File: config.mk
export PLATFORM = sky130hd
export DESIGN_NAME = drrip_port_arbiter_flat
export DESIGN_NICKNAME = d
export VERILOG_FILES = /design/src/rtl/drrip_port_arbiter_if.sv /design/src/rtl/drrip_port_arbiter.sv /design/src/flat_wrapper.sv
export SDC_FILE = /design/constraint.sdc
export NUM_CORES = 1
export LEC_CHECK = 0
export CORE_AREA = 2 2 69 71
export CTS_CLUSTER_DIAMETER = 100
export DETAILED_ROUTE_END_ITERATION = 10
export DIE_AREA = 0 0 71 73
export MAX_ROUTING_LAYER = met4
export PLACE_DENSITY = 0.87
export SLEW_MARGIN = 10
export SYNTH_ARGS = -nofsm -noshare
export SYNTH_HDL_FRONTEND = slang
export SYNTH_SLANG_ARGS = --single-unit
File: constraint.sdc
create_clock -name clk -period 2.5 [get_ports clk]
set_input_delay 0.375 -clock clk [delete_from_list [all_inputs] [get_ports clk]]
set_output_delay 0.375 -clock clk [all_outputs]
set_load 0.02 [all_outputs]
File: src/rtl/drrip_port_arbiter_if.sv
// Requester and replacement-engine signal bundle for drrip_port_arbiter.
// master = requesters plus engine, slave = arbiter.
interface drrip_port_arbiter_if #(
  parameter int NUM_REQ         = 4,
  parameter int SET_INDEX_WIDTH = 3
);
  logic [NUM_REQ-1:0]                 req_valid;
  logic [NUM_REQ-1:0]                 req_is_miss;
  logic [NUM_REQ*SET_INDEX_WIDTH-1:0] req_set;
  logic [NUM_REQ*4-1:0]               req_way;
  logic [NUM_REQ-1:0]                 req_ready;
  logic [NUM_REQ-1:0]                 rsp_valid;
  logic [3:0]                         rsp_victim_way;
  logic                               rsp_timeout;
  logic                               eng_valid;
  logic                               eng_hit;
  logic                               eng_miss;
  logic [SET_INDEX_WIDTH-1:0]         eng_set_index;
  logic [3:0]                         eng_access_way;
  logic [3:0]                         eng_victim_way;
  logic                               eng_victim_ready;

  modport master (
    output req_valid, req_is_miss, req_set, req_way,
    input  req_ready, rsp_valid, rsp_victim_way, rsp_timeout,
    input  eng_valid, eng_hit, eng_miss, eng_set_index, eng_access_way,
    output eng_victim_way, eng_victim_ready
  );

  modport slave (
    input  req_valid, req_is_miss, req_set, req_way,
    output req_ready, rsp_valid, rsp_victim_way, rsp_timeout,
    output eng_valid, eng_hit, eng_miss, eng_set_index, eng_access_way,
    input  eng_victim_way, eng_victim_ready
  );
endinterface

File: src/rtl/drrip_port_arbiter.sv
// Round-robin arbiter serialising requester hit/miss accesses onto a single
// DRRIP replacement engine, with miss victim wait, timeout and response.
module drrip_port_arbiter #(
  parameter int NUM_REQ         = 4,
  parameter int NUM_SETS        = 8,
  parameter int SET_INDEX_WIDTH = $clog2(NUM_SETS),
  parameter int MISS_TIMEOUT    = 16,
  localparam int GW             = (NUM_REQ > 1) ? $clog2(NUM_REQ) : 1
) (
  input  logic                  clk,
  input  logic                  rst_n,
  drrip_port_arbiter_if.slave   bus,
  output logic                  busy,
  output logic [GW-1:0]         grant_id,
  output logic [7:0]            timeout_count
);
  typedef enum logic [2:0] {IDLE, HIT_ISSUE, MISS_WAIT, MISS_HOLD, RESP} state_t;

  localparam int CW  = $clog2(MISS_TIMEOUT + 1);
  localparam int SIW = SET_INDEX_WIDTH;

  state_t         state, state_nx;
  logic [GW-1:0]  last_grant, gnt, cand;
  logic           gnt_found;
  logic [SIW-1:0] lat_set;
  logic [3:0]     lat_way, lat_victim;
  logic           lat_timeout;
  logic [CW-1:0]  wait_cnt;
  logic           wait_last;
  logic [SIW-1:0] set_arr [NUM_REQ];
  logic [3:0]     way_arr [NUM_REQ];

  for (genvar i = 0; i < NUM_REQ; i++) begin : g_unpack
    assign set_arr[i] = bus.req_set[i*SIW +: SIW];
    assign way_arr[i] = bus.req_way[i*4 +: 4];
  end

  assign busy      = (state != IDLE);
  assign wait_last = (wait_cnt == CW'(MISS_TIMEOUT - 1));

  // Round-robin search starting one past the previous winner.
  always_comb begin
    gnt       = last_grant;
    gnt_found = 1'b0;
    cand      = '0;
    for (int unsigned k = 1; k <= NUM_REQ; k++) begin
      cand = GW'((32'(last_grant) + k) % 32'(NUM_REQ));
      if (!gnt_found && bus.req_valid[cand]) begin
        gnt       = cand;
        gnt_found = 1'b1;
      end
    end
  end

  always_comb begin
    state_nx           = state;
    bus.req_ready      = '0;
    bus.rsp_valid      = '0;
    bus.rsp_victim_way = '0;
    bus.rsp_timeout    = 1'b0;
    bus.eng_valid      = 1'b0;
    bus.eng_hit        = 1'b0;
    bus.eng_miss       = 1'b0;
    bus.eng_set_index  = '0;
    bus.eng_access_way = '0;
    unique case (state)
      IDLE: begin
        if (gnt_found) begin
          // Gated so req_ready is also held low while reset is asserted.
          bus.req_ready[gnt] = rst_n;
          state_nx = bus.req_is_miss[gnt] ? MISS_WAIT : HIT_ISSUE;
        end
      end
      HIT_ISSUE: begin
        bus.eng_valid      = 1'b1;
        bus.eng_hit        = 1'b1;
        bus.eng_set_index  = lat_set;
        bus.eng_access_way = lat_way;
        state_nx           = RESP;
      end
      MISS_WAIT: begin
        bus.eng_valid      = 1'b1;
        bus.eng_miss       = 1'b1;
        bus.eng_set_index  = lat_set;
        bus.eng_access_way = lat_way;
        if (bus.eng_victim_ready) state_nx = MISS_HOLD;
        else if (wait_last)       state_nx = RESP;
      end
      MISS_HOLD: begin
        bus.eng_valid      = 1'b1;
        bus.eng_miss       = 1'b1;
        bus.eng_set_index  = lat_set;
        bus.eng_access_way = lat_way;
        state_nx           = RESP;
      end
      RESP: begin
        bus.rsp_valid[grant_id] = 1'b1;
        bus.rsp_victim_way      = lat_victim;
        bus.rsp_timeout         = lat_timeout;
        state_nx                = IDLE;
      end
      default: state_nx = IDLE;
    endcase
  end

  always_ff @(posedge clk or negedge rst_n) begin
    if (!rst_n) begin
      state         <= IDLE;
      last_grant    <= GW'(NUM_REQ - 1);
      grant_id      <= '0;
      lat_set       <= '0;
      lat_way       <= '0;
      lat_victim    <= '0;
      lat_timeout   <= 1'b0;
      wait_cnt      <= '0;
      timeout_count <= '0;
    end else begin
      state <= state_nx;
      case (state)
        IDLE: begin
          if (gnt_found) begin
            last_grant  <= gnt;
            grant_id    <= gnt;
            lat_set     <= set_arr[gnt];
            lat_way     <= way_arr[gnt];
            lat_victim  <= '0;
            lat_timeout <= 1'b0;
            wait_cnt    <= '0;
          end
        end
        MISS_WAIT: begin
          wait_cnt <= wait_cnt + CW'(1);
          // Victim ready takes priority over a coincident timeout.
          if (bus.eng_victim_ready) begin
            lat_victim <= bus.eng_victim_way;
          end else if (wait_last) begin
            lat_timeout <= 1'b1;
            lat_victim  <= '0;
            if (timeout_count != 8'hFF) timeout_count <= timeout_count + 8'd1;
          end
        end
        default: ;
      endcase
    end
  end
endmodule

File: src/flat_wrapper.sv
// flat-port wrapper written by rule: the top's interface ports become plain ports
module drrip_port_arbiter_flat 
#(
  parameter int NUM_REQ         = 4,
  parameter int NUM_SETS        = 8,
  parameter int SET_INDEX_WIDTH = $clog2(NUM_SETS),
  parameter int MISS_TIMEOUT    = 16,
  localparam int GW             = (NUM_REQ > 1) ? $clog2(NUM_REQ) : 1
)
  (clk, rst_n, busy, grant_id, timeout_count, bus_req_valid, bus_req_is_miss, bus_req_set, bus_req_way, bus_req_ready, bus_rsp_valid, bus_rsp_victim_way, bus_rsp_timeout, bus_eng_valid, bus_eng_hit, bus_eng_miss, bus_eng_set_index, bus_eng_access_way, bus_eng_victim_way, bus_eng_victim_ready);
  drrip_port_arbiter_if #(.NUM_REQ(NUM_REQ), .SET_INDEX_WIDTH(SET_INDEX_WIDTH)) bus_i ();
  input  logic clk;
  input  logic rst_n;
  output logic busy;
  output logic [GW-1:0] grant_id;
  output logic [7:0] timeout_count;
  input wire logic [$bits(bus_i.req_valid)-1:0] bus_req_valid;
  input wire logic [$bits(bus_i.req_is_miss)-1:0] bus_req_is_miss;
  input wire logic [$bits(bus_i.req_set)-1:0] bus_req_set;
  input wire logic [$bits(bus_i.req_way)-1:0] bus_req_way;
  output wire logic [$bits(bus_i.req_ready)-1:0] bus_req_ready;
  output wire logic [$bits(bus_i.rsp_valid)-1:0] bus_rsp_valid;
  output wire logic [$bits(bus_i.rsp_victim_way)-1:0] bus_rsp_victim_way;
  output wire logic [$bits(bus_i.rsp_timeout)-1:0] bus_rsp_timeout;
  output wire logic [$bits(bus_i.eng_valid)-1:0] bus_eng_valid;
  output wire logic [$bits(bus_i.eng_hit)-1:0] bus_eng_hit;
  output wire logic [$bits(bus_i.eng_miss)-1:0] bus_eng_miss;
  output wire logic [$bits(bus_i.eng_set_index)-1:0] bus_eng_set_index;
  output wire logic [$bits(bus_i.eng_access_way)-1:0] bus_eng_access_way;
  input wire logic [$bits(bus_i.eng_victim_way)-1:0] bus_eng_victim_way;
  input wire logic [$bits(bus_i.eng_victim_ready)-1:0] bus_eng_victim_ready;
  assign bus_i.req_valid = bus_req_valid;
  assign bus_i.req_is_miss = bus_req_is_miss;
  assign bus_i.req_set = bus_req_set;
  assign bus_i.req_way = bus_req_way;
  assign bus_req_ready = bus_i.req_ready;
  assign bus_rsp_valid = bus_i.rsp_valid;
  assign bus_rsp_victim_way = bus_i.rsp_victim_way;
  assign bus_rsp_timeout = bus_i.rsp_timeout;
  assign bus_eng_valid = bus_i.eng_valid;
  assign bus_eng_hit = bus_i.eng_hit;
  assign bus_eng_miss = bus_i.eng_miss;
  assign bus_eng_set_index = bus_i.eng_set_index;
  assign bus_eng_access_way = bus_i.eng_access_way;
  assign bus_i.eng_victim_way = bus_eng_victim_way;
  assign bus_i.eng_victim_ready = bus_eng_victim_ready;
  drrip_port_arbiter #(.NUM_REQ(NUM_REQ), .NUM_SETS(NUM_SETS), .SET_INDEX_WIDTH(SET_INDEX_WIDTH), .MISS_TIMEOUT(MISS_TIMEOUT)) u_core (.clk(clk), .rst_n(rst_n), .bus(bus_i), .busy(busy), .grant_id(grant_id), .timeout_count(timeout_count));
endmodule
## After elaboration in Yosys (flattened, before gate mapping)

Cells that the tools add are included.

- Register bits after elaboration: 32
- Bits of input ports: 43
- Output and inout bits: 34
- Logic and storage cells: 110

- $add $sub $neg: 6
- Order comparisons: 9
- Equal/unequal tests: 10
- Mux-type cells: 53
- Bitwise logic cells: 3
- Reductions and logical operators: 20

Operators with widths:

| operator | count |
|---|---|
| 4-bit two-way mux | 10 |
| 2-bit by 3-bit < comparator with 1-bit output (second input constant) | 6 |
| 1-bit two-way mux | 18 |
| 3-bit two-way mux | 6 |
| 1-bit binary-select mux with 2-bit select | 5 |
| 2-bit two-way mux | 5 |
| 5-bit one-hot mux with 2 select lines | 1 |
| 3-bit one-hot mux with 3 select lines | 1 |
| 8-bit by 1-bit adder with 8-bit output (second input constant) | 1 |
| 4-bit binary-select mux with 2-bit select | 1 |
| 8-bit != test (second input constant) | 1 |
| 4-bit one-hot mux with 2 select lines | 1 |
| 4-bit AND reduction | 2 |
| 3-bit binary-select mux with 2-bit select | 1 |
| 3-bit by 2-bit == test with 1-bit output (second input constant) | 2 |
| 2-bit AND reduction | 3 |
| 5-bit by 1-bit adder with 5-bit output (second input constant) | 1 |
| 5-bit by 4-bit == test with 1-bit output (second input constant) | 1 |
| 1-bit logical AND | 5 |
| 5-bit two-way mux | 1 |
| 2-bit by 1-bit adder with 2-bit output (second input constant) | 2 |
| 2-bit adder (second input constant) | 2 |
| 4-bit bitwise AND | 1 |
| 1-bit demux with 2-bit select | 2 |
| 17 further kinds | 22 |

## Logic depth before layout (Yosys ltp)

- Word-level depth: 20
- Mapped depth: 8
- Mapped depth without buffers: 8

## Least setup slack after synthesis

Ideal clock, no wire load.

- Kind: register to output
- Start: register u_core.state[1]
- End: output bus_req_ready[3]
- Data arrival time: 1.671 ns
- Data required time: 2.125 ns
- Slack: 0.454 ns
- Cell stages (with the launch flop): 7
- Path buffers: 2
- Cell sequence: dfrtp_1 -> buf_2 -> or3_1 -> a21oi_1 -> buf_4 -> nand3_1 -> nor2_1

- Word-level cells in the longest chain between the ends: 2

RTL lines:

| element | line | source |
|---|---|---|
| start, declared | drrip_port_arbiter.sv:22 | `state_t state, state_nx;` |
| start signal, assigned | drrip_port_arbiter.sv:118 | `state <= state_nx;` |
| 3-bit zero test | drrip_port_arbiter.sv:66 | `unique case (state)` |
| 4-bit two-way mux | drrip_port_arbiter.sv:66 |  |
| end, declared | flat_wrapper.sv:21 | `output wire logic [$bits(bus_i.req_ready)-1:0] bus_req_ready;` |

Every way passes these cells.

## Worst setup path after layout

- Start: input bus_req_valid[1]
- End: output bus_req_ready[2]

- Word-level cells in the longest chain between the ends: 19
- Elaborated cells between the ends (all ways): 30
- Classes of those cells: 2 x order compare; 20 x mux; 1 x bitwise; 7 x reduce/logical

RTL lines:

| element | line | source |
|---|---|---|
| start, declared | flat_wrapper.sv:17 | `input wire logic [$bits(bus_i.req_valid)-1:0] bus_req_valid;` |
| 1-bit binary-select mux with 2-bit select | drrip_port_arbiter.sv:48 | `if (!gnt_found && bus.req_valid[cand]) begin` |
| 1-bit two-way mux (not written as such) | drrip_port_arbiter.sv:48 |  |
| 1-bit two-way mux | drrip_port_arbiter.sv:48 |  |
| 1-bit zero test | drrip_port_arbiter.sv:48 |  |
| 1-bit logical AND | drrip_port_arbiter.sv:48 |  |
| 1-bit two-way mux | drrip_port_arbiter.sv:48 |  |
| 1-bit zero test | drrip_port_arbiter.sv:48 |  |
| 1-bit logical AND | drrip_port_arbiter.sv:48 |  |
| (+3 left out) | n/a |  |
| 2-bit two-way mux | drrip_port_arbiter.sv:48 |  |
| 2-bit by 3-bit < comparator with 1-bit output (not written as such) or 2-bit by 1-bit >= comparator with 1-bit output (tied branches) | drrip_port_arbiter.sv:70 | `bus.req_ready[gnt] = rst_n;` |
| 1-bit logical AND (not written as such) | drrip_port_arbiter.sv:70 |  |
| 1-bit two-way mux (not written as such) | drrip_port_arbiter.sv:70 |  |
| 1-bit demux with 2-bit select | n/a |  |
| 4-bit bitwise AND (no source line) | n/a |  |
| 4-bit two-way mux * | drrip_port_arbiter.sv:68 | `if (gnt_found) begin` |
| 4-bit two-way mux * | drrip_port_arbiter.sv:66 |  |

Every way passes the cells marked *; elsewhere a longest branch is shown, timed or not. The select of a mux whose other input is x is not followed.

==> results.sh <==
export IMPL_period_needed_ps=2370
export IMPL_stdcell_count=340
export IMPL_die_y_um=73
export IMPL_synthCells=190
export IMPL_rsz0062_at_grt="false"
export IMPL_synth_edf_count=0
export IMPL_clk_pin_slew_ps=60
export IMPL_clock_latency_ps=290
export IMPL_critical_path_arrival_ps=2000
export IMPL_reg2reg_to="u_core.timeout_count[5]"
export IMPL_clock_root_buffer="clkbuf_8"
export IMPL_syn_avg_cell_area_sq_um=9.67
export IMPL_hold_viol_final=0
export IMPL_syn_num_nets=236
export IMPL_vias=1767
export IMPL_ctsLongestPathBuffers=2
export IMPL_synth_top_area_share_pct=40.9
export IMPL_layout_commonest_cell="clkdlybuf4s50_1"
export IMPL_fp_coreArea_sq_um=4540
export IMPL_required_ps=2120
export IMPL_drv_cap=0
export IMPL_initial_utilization_pct=40.5
export IMPL_crit_start="bus_req_valid[1]"
export IMPL_whs_endpoint="u_core.lat_set[1]"
export IMPL_dr_first_iter_drc_count=87
export IMPL_hold_path_startpoint="u_core.lat_set[1]"
export IMPL_worst_hold_slack_ps=484
export IMPL_syn_area_sq_um=1840
export IMPL_worst_pin_slew_ps=480
export IMPL_antenna_found_initial=0
export IMPL_max_stage_delay_ps=420
export IMPL_synth_top_cell_by_area="dfrtp_1"
export IMPL_worst_slew_margin_rel_pct=67.9
export IMPL_finClkSkew_ps=7.69
export IMPL_hp_class="reg2reg"
export IMPL_synth_warnings=0
export IMPL_dpl_worst_slack_ps=-138
export IMPL_criticalPathCategory="in2out"
export IMPL_grt_max_degree=22
export IMPL_grt_pass1_vias=1792
export IMPL_wirelength_um=4910
export IMPL_gr_total_overflow=0
export IMPL_placed_cells=332
export IMPL_h_tree_depth=2
export IMPL_use_met1_pct=23.9
export IMPL_areaGrowthSynthToFinish_pct=56.3
export IMPL_ys_async_sr_fraction_pct=100
export IMPL_drtPass1Iterations=4
export IMPL_min_period_over_period_pct=94.8
export IMPL_fin_ws_ps=130
export IMPL_place_gp_congestion=0.915
export IMPL_use_met3_pct=5.11
export IMPL_via_per_inst=5.20
export IMPL_synth_top_flop_cell="dfrtp_1"
export IMPL_ys_seq_area_share_pct=43.7
export IMPL_drc=0
export IMPL_antennaDiodeCount=0
export IMPL_p_per_area_nw_per_um2=1020
export IMPL_p_leak_nw=1.36
export IMPL_endpoint_kind="primary output"
export IMPL_ys_ff_latch=32
export IMPL_timing_fmax_mhz=422
export IMPL_r2r_cells=8
export IMPL_most_common_layout_cells="clkdlybuf4s50_1, dfrtp_1, nand2_1, buf_4, nor2_1"
export IMPL_worst_r2r_setup_slack_ps=350
export IMPL_critPathMaxFanout=4
export IMPL_grt_pass1_wl_um=7960
export IMPL_cp_cell_sequence="clkdlybuf4s50_1, nor2b_1, a211o_1, a22oi_4, and4_1, dlygate4sd2_1"
export IMPL_port_buffers=76
export IMPL_hold_depth=2
export IMPL_cts_tree="built"
export IMPL_slowest_stage="clkdlybuf4s50_1"
export IMPL_grt_use_total_pct=20.3
export IMPL_nFillCells=364
export IMPL_timing_rr_start="u_core.wait_cnt[0]"
export IMPL_detailed_place_hpwl_um=3790
export IMPL_nNetsFinal=331
export IMPL_cts_inserted_buffers=5
export IMPL_outcome="complete, no violations"
export IMPL_setup_viol=0
export IMPL_ant_nets=0
export IMPL_peakVddDrop_v=0.000577
export IMPL_die_x_um=71
export IMPL_dieArea_sq_um=5180
export IMPL_io_pins=77
export IMPL_final_layout_size_suffix_gt1_share_pct=12.2
export IMPL_cts_sinks=32
export IMPL_grt_busiest_layer="met2"
export IMPL_use_met2_pct=33.4
export IMPL_rows=25
export IMPL_slew_viol_final=0
export IMPL_critPathLaunchType="input port"
export IMPL_wl_per_cell_um=14.4
export IMPL_synth_top_cells_by_area="dfrtp_1, mux2i_1, nand2_1"
export IMPL_ys_types=41
==> where the power goes <==
part | switching [mW] | total, mW | internal (mW)
clock network | 0.201 | 0.496 | 0.295
registers | 0.113 | 0.802 | 0.689
logic | 0.859 | 1.64 | 0.777
total | 1.17 | 2.93 | 1.76
==> synth_stat cells (all sizes together) (2+ instances only) <==
| library cell | n |
|---|---|
| nor3b | 3 |
| and2 | 9 |
| nor2b | 2 |
| a22o | 7 |
| dfrtp | 30 |
| inv | 6 |
| o221ai | 7 |
| a21oi | 5 |
| nand4 | 2 |
| a211o | 2 |
| o21ai | 6 |
| xor2 | 3 |
| nand3 | 11 |
| and3 | 8 |
| clkbuf | 2 |
| ha | 3 |
| o211ai | 2 |
| buf | 4 |
| dfstp | 2 |
| and4 | 2 |
| nor2 | 18 |
| mux2i | 14 |
| xnor2 | 4 |
| nand2b | 3 |
| nand2 | 24 |
==> sequential cells by signal (all words and copies together) (netlist names) <==
| name | cells |
|---|---|
| u_core.last_grant | 2 |
| u_core.lat_timeout | 1 |
| u_core.grant_id | 2 |
| u_core.lat_set | 3 |
| u_core.lat_victim | 4 |
| u_core.wait_cnt | 5 |
| u_core.timeout_count | 8 |
| u_core.state | 3 |
| u_core.lat_way | 4 |
==> through the flow <==
step	utilization (%)	area, sq um	total power, mW	TNS (ps)
finish	63.3	2870	2.93	0
global route	63.3	2870	3.14	0
CTS	63.1	2860	2.95	0
detailed placement	60.8	2760	2.45	-458
global placement	60.8	2760	2.41	-393
floorplan	-	1840	1.79	0
==> cells by family after synthesis <==
| logic type | count (synthesis) | share of synthesized area [%] |
|---|---|---|
| DFF | 32 | 43.7 |
| adders and majority gates | 3 | 2.04 |
| muxes | 14 | 7.63 |
| AOI/OAI and AO/OA | 36 | 15.8 |
| and+or+nand+nor | 86 | 23.9 |
| buffers and inverters | 12 | 3.54 |
| xor gates and xnor gates | 7 | 3.34 |
==> cell type report <==
cell class	count	area [sq um]	area share, %
Timing Repair Buffer	94	893	31.1
Sequential cell	32	803	28.0
Tap cell	54	67.6	2.35
Clock inverter	3	42.5	1.48
Clock buffer	5	68.8	2.40
Inverter	6	22.5	0.784
Multi-Input combinational cell	146	973	33.9
==> critical path: cells and delay by family <==
family | cells | cell delay, ps
AO/OA/AOI/OAI | 2 | 510
buffers and inverters | 2 | 750
AND/OR/NAND/NOR | 2 | 360
==> metal layers <==
metal  wire length [um]  vias up
li1                   -      873
met1               2070      823
met2               2520       62
met3                256        9
met4                 64        0
met5                  0        -
==> how the worst max path moves through the flow <==
stage	depth (start not counted)	end	slack, ps
2_1_floorplan	6	bus_req_ready[3]	450
3_3_place_gp	6	bus_req_ready[2]	-130
3_5_place_dp	6	bus_req_ready[2]	-140
4_1_cts	5	bus_rsp_valid[0]	30
5_1_grt	6	bus_req_ready[1]	30
6_report	6	bus_req_ready[2]	130
==> timing repair <==
action | in CTS | in global routing
buffers inserted | 0 | 0
setup endpoints to repair | 4 | 11
gates resized for setup | 4 | 3
hold buffers | 0 | 0
cloned | 0 | 0
(Power assumes the default switching activity.)
